[src/rtl/mem_access_pkg.sv]
// Shared types and constants for the CPU-side memory access unit.
// Imported by the access FSM and its load-extension helper.
package mem_access_pkg;

  localparam int ADDR_W_DEF = 18;

  typedef enum logic [2:0] {
    S_IDLE,
    S_SETUP,
    S_STROBE,
    S_CAPTURE,
    S_RESP
  } state_e;

  localparam logic ACC_LOAD  = 1'b0;
  localparam logic ACC_STORE = 1'b1;
  localparam logic ACC_WORD  = 1'b0;
  localparam logic ACC_BYTE  = 1'b1;

  typedef struct packed {
    logic write;
    logic byte_op;
    logic sgn;
  } acc_t;

  function automatic logic misaligned(
    input logic       byte_op,
    input logic [1:0] lo
  );
    return (byte_op == ACC_WORD) && (lo != 2'b00);
  endfunction

endpackage

[src/rtl/load_extend.sv]
// Selects word or low byte of memory read data, with optional
// sign extension of the byte.
module load_extend #(
  parameter int DW = 32
) (
  input  logic          byte_op,
  input  logic          sgn,
  input  logic [DW-1:0] raw,
  output logic [DW-1:0] data
);

  logic ext;

  assign ext  = raw[7] & sgn;
  assign data = byte_op ? {{(DW-8){ext}}, raw[7:0]} : raw;

endmodule

[src/rtl/mem_access_unit.sv]
// Sequences one CPU load/store at a time onto the memory block
// through SETUP/STROBE/CAPTURE, then holds the response.
module mem_access_unit
  import mem_access_pkg::*;
#(
  parameter int ADDR_W = ADDR_W_DEF,
  parameter int DATA_W = 32
) (
  input  logic              clk,
  input  logic              reset,
  input  logic              req_valid,
  output logic              req_ready,
  input  logic              req_write,
  input  logic              req_byte,
  input  logic              req_signed,
  input  logic [ADDR_W-1:0] req_addr,
  input  logic [DATA_W-1:0] req_wdata,
  output logic              resp_valid,
  input  logic              resp_ready,
  output logic [DATA_W-1:0] resp_rdata,
  output logic              resp_err,
  output logic [ADDR_W-1:0] mem_address,
  output logic [DATA_W-1:0] mem_write_data,
  output logic              mem_memRead,
  output logic              mem_memWrite,
  output logic              mem_byteOperations,
  input  logic [DATA_W-1:0] mem_read_data
);

  state_e            state;
  acc_t              acc_q;
  logic [ADDR_W-1:0] addr_q;
  logic [DATA_W-1:0] wdata_q;
  logic [DATA_W-1:0] rdata_q;
  logic              err_q;
  logic [DATA_W-1:0] ld_data;
  logic              mem_active;
  logic              bad;

  load_extend #(.DW(DATA_W)) u_ext (
    .byte_op (acc_q.byte_op),
    .sgn     (acc_q.sgn),
    .raw     (mem_read_data),
    .data    (ld_data)
  );

  assign bad = misaligned(req_byte, req_addr[1:0]);

  always_ff @(posedge clk or posedge reset) begin
    if (reset) begin
      state   <= S_IDLE;
      acc_q   <= '0;
      addr_q  <= '0;
      wdata_q <= '0;
      rdata_q <= '0;
      err_q   <= 1'b0;
    end else begin
      unique case (state)
        S_IDLE: begin
          if (req_valid) begin
            acc_q.write   <= req_write;
            acc_q.byte_op <= req_byte;
            acc_q.sgn     <= req_signed;
            addr_q        <= req_addr;
            wdata_q       <= req_wdata;
            rdata_q       <= '0;
            err_q         <= bad;
            state         <= bad ? S_RESP : S_SETUP;
          end
        end
        S_SETUP:  state <= S_STROBE;
        S_STROBE: state <= S_CAPTURE;
        S_CAPTURE: begin
          // Stores report zero data, so only loads capture.
          if (acc_q.write == ACC_LOAD) begin
            rdata_q <= ld_data;
          end
          state <= S_RESP;
        end
        S_RESP: begin
          if (resp_ready) begin
            state <= S_IDLE;
          end
        end
        default: state <= S_IDLE;
      endcase
    end
  end

  assign mem_active = (state == S_SETUP)
                    | (state == S_STROBE)
                    | (state == S_CAPTURE);

  assign req_ready  = (state == S_IDLE);
  assign resp_valid = (state == S_RESP);
  assign resp_rdata = resp_valid ? rdata_q : '0;
  assign resp_err   = resp_valid & err_q;

  assign mem_address        = mem_active ? addr_q : '0;
  assign mem_write_data     = mem_active ? wdata_q : '0;
  assign mem_byteOperations = mem_active & acc_q.byte_op;

  // Strobes decode straight from state so reset kills them at once.
  assign mem_memRead  = (state == S_STROBE)
                      & (acc_q.write == ACC_LOAD);
  assign mem_memWrite = (state == S_STROBE)
                      & (acc_q.write == ACC_STORE);

endmodule
[config.mk]
export PLATFORM = sky130hd
export DESIGN_NAME = mem_access_unit
export DESIGN_NICKNAME = d
export VERILOG_FILES = /design/src/rtl/mem_access_pkg.sv /design/src/rtl/load_extend.sv /design/src/rtl/mem_access_unit.sv
export SDC_FILE = /design/constraint.sdc
export NUM_CORES = 1
export LEC_CHECK = 0
export BUFFER_PORTS_ARGS = -buffer_cell sky130_fd_sc_hd__buf_2
export CORE_UTILIZATION = 49
export DETAILED_ROUTE_END_ITERATION = 10
export PLACE_DENSITY = 0.93
export SYNTH_ARGS = -nofsm -noshare
export SYNTH_HDL_FRONTEND = slang
export SYNTH_SLANG_ARGS = --single-unit
[constraint.sdc]
create_clock -name clk -period 3.65 [get_ports clk]
set_input_delay 0.73 -clock clk [delete_from_list [all_inputs] [get_ports clk]]
set_output_delay 0.73 -clock clk [all_outputs]
set_load 0.005 [all_outputs]
; ---- Word level (Yosys, flattened, before mapping)
; Cells that the tools add are included.
[classes]
n_eq_ne = 7
muxes = 11
bitwise = 9
reduce_logical = 7
[ops]
columns = operator, count
row1 = $mux 32, 5
row2 = $pmux 32 s2, 1
row3 = $mux 18, 1
row4 = $pmux 3 s5, 1
row5 = $mux 3, 3
row6 = $eq 3x2->1 const B, 2
row7 = $and 1x1->1, 5
row8 = $ne 2x2->1 const B, 2
row9 = $reduce_and 2->1, 2
row10 = $reduce_bool 2->1, 2
row11 = $eq 3x1->1 const B, 1
row12 = $eq 3x3->1 const B, 1
row13 = $logic_not 3->1, 1
row14 = $reduce_and 3->1, 1
row15 = $ne 2x1->1 const B, 1
row16 = $not 1->1, 2
row17 = $or 1x1->1, 2
row18 = $logic_and 1x1->1, 1
[word_totals]
register_bits = 89
input_bits = 89
out_inout_bits = 88
wordCells = 42

; ---- Longest topological paths before layout
[logic_depth]
ltp_word = 5
depth_mapped = 6
mapped_depth_nobuf = 3

; ---- Modules after synthesis
; Synthesis repeated with hierarchy kept, for this count alone.
[hier_totals]
cells_unflattened = 436
hier_area_um2 = 4376.7
[by_module_without_submodules]
columns = module, instances, cells_each, area_per_inst_um2, seq_area_each_um2
row1 = mem_access_unit, 1, 375, 4048.9, 2227.1
row2 = load_extend, 1, 61, 327.8, 0.0

; ---- Least setup slack after synthesis
; Ideal clock, no wire load.
[synth_timing]
path_type = register -> output
from = reg state[1]
to = out resp_rdata[22]
arrival_time_ns = 1.375
required_time_ns = 2.920
setup_slack_ns = 1.545
stages_incl_launch_ff = 7
n_path_buf = 3
path_cell_list = dfrtp_1 > buf_2 > nor2_1 > clkbuf_1 > nand2_1 > clkbuf_1 > nor2_1
[synth_between]
elab_chain_cells = 2
[synth_lines]
columns = item, line
row1 = start: declaration, mem_access_unit.sv:30  ; state_e state;
row2 = start signal: assignment, mem_access_unit.sv:68  ; state <= bad ? S_RESP : S_SETUP;
row3 = $eq 3x3->1, mem_access_unit.sv:95  ; assign resp_valid = (state == S_RESP);
row4 = $mux 32, mem_access_unit.sv:96  ; assign resp_rdata = resp_valid ? rdata_q : '0;
row5 = end: declaration, mem_access_unit.sv:20  ; output logic [DATA_W-1:0] resp_rdata,
; No other way between the ends.

; ---- Worst setup path in the final report
[layout_timing]
from = reg state[1]
to = out resp_rdata[13]
; Same word-level chain as after synthesis.

==> flow_summary.toml <==
[status]
outcome = "completed"

[clock_network]
cts_setup_buffers = 0
cts_made_buffers = 9
insertion_delay_ns = 0.34
clockBufferDepth = 2
hold_buffers = 0
clockRootBuffer = "clkbuf_8"
cts_tree = "built"
cts_resized = 0
path_clk_slew_ns = 0.09
numClockSinks = 89
cts_max_level = 3

[global_routing]
grt_pass1_vias = 3291
grt_pass1_wl_um = 16100
antenna_found_initial = 0
track_usage_pct = 21.4
grt_max_degree = 64
grt_overflow = 0

[critical_path]
crit_type = "flip-flop to output pin"
reg2regPathDepth = 2
crit_top_cell = "nor2_1"
reg2reg_from = "state[2]$_DFFE_PP0P_"
r2r_end = "wdata_q[27]$_DFFE_PP0P_"
crit_fanout = 26
cpPeakStageDelay_ns = 0.65
worstPathRequired_ns = 2.92
cp.arrival_ns = 2.44
start_kind = "flip-flop"
crit_family = "simple AND/OR/NAND/NOR gates"
critPathCaptureType = "output pin"
critPathSlowestCell = "nand2_1"
reg2reg_slack_ns = 1.36
cp_cell_sequence = "nor2_1, nand2_1, nor2_1, buf_2"
critPathBufInv = 1
crit_start = "state[1]$_DFFE_PP0P_"

[placed_design]
dp_cells = 633
numPortBuffers = 176
hpwlAfterDp_um = 7040
gp_congestion = 0.815

[sta]
timing.slew.headroom_pct = 29.8
min_period_ns = 3.17
slew_viol_final = 0
setup_viol = 0
finalSetupTns_ns = 0
rsz0062_at_grt = "false"
max_freq_ghz = 0.316
worstMarginPinSlew_ns = 1.05
fin_worst_skew_ns = 0.0163
finalCritPeriodShare_pct = 86.8
hold_ws_ns = 0.379
final_hold_viol_count = 0

[finish]
nets = 625
fin_cells = 648
drive_above_1_share_pct = 46.3
syn2layout_area_growth_pct = 23.7
num_antenna_cells = 0
fillers = 694

[die]
core_area_um2 = 8720
io_pins = 177
dieArea_um2 = 9430
die-height_um = 97.1
chipWidth_um = 97.1
start_util_pct = 50.8
num_rows = 34

[power_and_ir_drop]
irDropWorstVdd_uv = 390
p_leak_uw = 0.00291
finalPower_uw = 4380
p_per_area_nw_per_um2 = 799

[routing]
vias = 3311
drc = 0
routed_wl_um = 9990
routedWlPerCell_um = 15.4
dr.pass1.iters = 4
antenna_left = 0
vias_per_cell = 5.11
drt_iter0_markers = 140

[yosys]
synth.distinct_cells = 30
synth-compound-area-share_pct = 6.32
synth_top_family_by_area = "multiplexers"
synth_fa_ha_area_share_pct = 0
synthXorXnorAreaFrac_pct = 0.198
synth_top_area_share_pct = 50.2
ys.flop_type = "dfrtp_1"
synth.yosys.seq_area_share_pct = 50.2
syn_avg_cell_area_um2 = 11.8
synthSimpleGateAreaFrac_pct = 14.0
synth_area_leader_cell = "dfrtp_1"
async_flop_share_pct = 100
yosysWarningCount = 0
ys_top_cells_by_area = "dfrtp_1 50%, mux2_4 17%, and2_1 7.2%"
synth_mux_area_share_pct = 23.1
synthCells = 376
ys_ff_latch = 89
synth_edf_count = 0
syn_nets = 465
synth_area_um2 = 4430

[run]
drv_cap = 0

[worst_hold_path]
worstHoldPathType = "primary input to asynchronous set/reset pin"
[per-layer routing]
metal	up-vias	share of wire, %	GRT usage (%)	wire [um]
li1	1568	-	-	-
met1	1572	43	28.2	4340
met2	143	49	34.3	4860
met3	28	5.0	3.96	495
met4	0	3.0	10.3	300
met5	-	0	0	0
[placed cells by master, fill, tap and decap left out, drive strengths merged, types with 2 or more instances in the layout]
cell | Yosys | routed
mux2 | 53 | 53
mux2i | 24 | 24
clkinv | 0 | 2
a21oi | 2 | 2
o21ai | 9 | 9
and3 | 9 | 9
and2 | 51 | 51
buf | 12 | 179
nand2 | 18 | 18
nor3 | 2 | 2
clkbuf | 18 | 12
nor2 | 27 | 27
inv | 26 | 25
dfrtp | 89 | 89
o211ai | 24 | 24
[worst max-delay path by stage]
stage / endpoint / slack, ns / cells past startpoint
3_5_place_dp: resp_rdata[13] / 0.88 / 4
2_1_floorplan: acc_q[0]$_DFFE_PP0P_ / 0.61 / 1
6_report: resp_rdata[13] / 0.48 / 4
5_1_grt: resp_rdata[13] / 0.22 / 4
4_1_cts: resp_rdata[13] / 0.50 / 4
3_3_place_gp: resp_rdata[15] / 1.07 / 4
[sequential cells by signal, indices dropped and copies added (netlist names)]
register  count
err_q         1
acc_q         3
rdata_q      32
state         3
addr_q       18
wdata_q      32
[synth_stat cells (2+ instances only)]
master	n
dfrtp_1	89
and2_1	51
mux2_4	50
nor2_1	27
inv_1	26
mux2i_1	24
o211ai_1	24
clkbuf_1	18
nand2_1	18
and3_1	9
o21ai_0	9
buf_6	7
buf_2	4
mux2_2	3
nor3_1	2
[cell families (layout without fill, tap and decap cells)]
kind of cell / after synthesis / after routing
flops: 89 / 89
simple gates: 114 / 114
compound gates: 39 / 39
buf+inv: 56 / 220
xor+xnor: 1 / 1
mux: 77 / 77
[where the power goes]
group | internal, uW | switching, uW | leakage, uW
Clock | 313 | 331 | 0.0000864
Combinational | 1120 | 891 | 0.00171
Sequential | 1430 | 293 | 0.00111
[per-stage QoR]
stage | worst slack (ns) | cell area [um2] | utilization, %
after floorplan | 0.613 | 4430 | -
after global placement | 1.07 | 5310 | 60.8
after detailed placement | 0.882 | 5310 | 60.8
after CTS | 0.503 | 5480 | 62.9
after global routing | 0.224 | 5480 | 62.9
final | 0.482 | 5480 | 62.9
[final cells by class]
class / instances / area, um2 / area share, %
Sequential cell: 89 / 2230 / 40.6
Multi-Input combinational cell: 231 / 1940 / 35.4
Timing Repair Buffer: 179 / 903 / 16.5
Clock inverter: 3 / 42.5 / 0.776
Inverter: 26 / 98.8 / 1.80
Clock buffer: 12 / 135 / 2.46
Tap cell: 108 / 135 / 2.46
(Power assumes the default switching activity.)
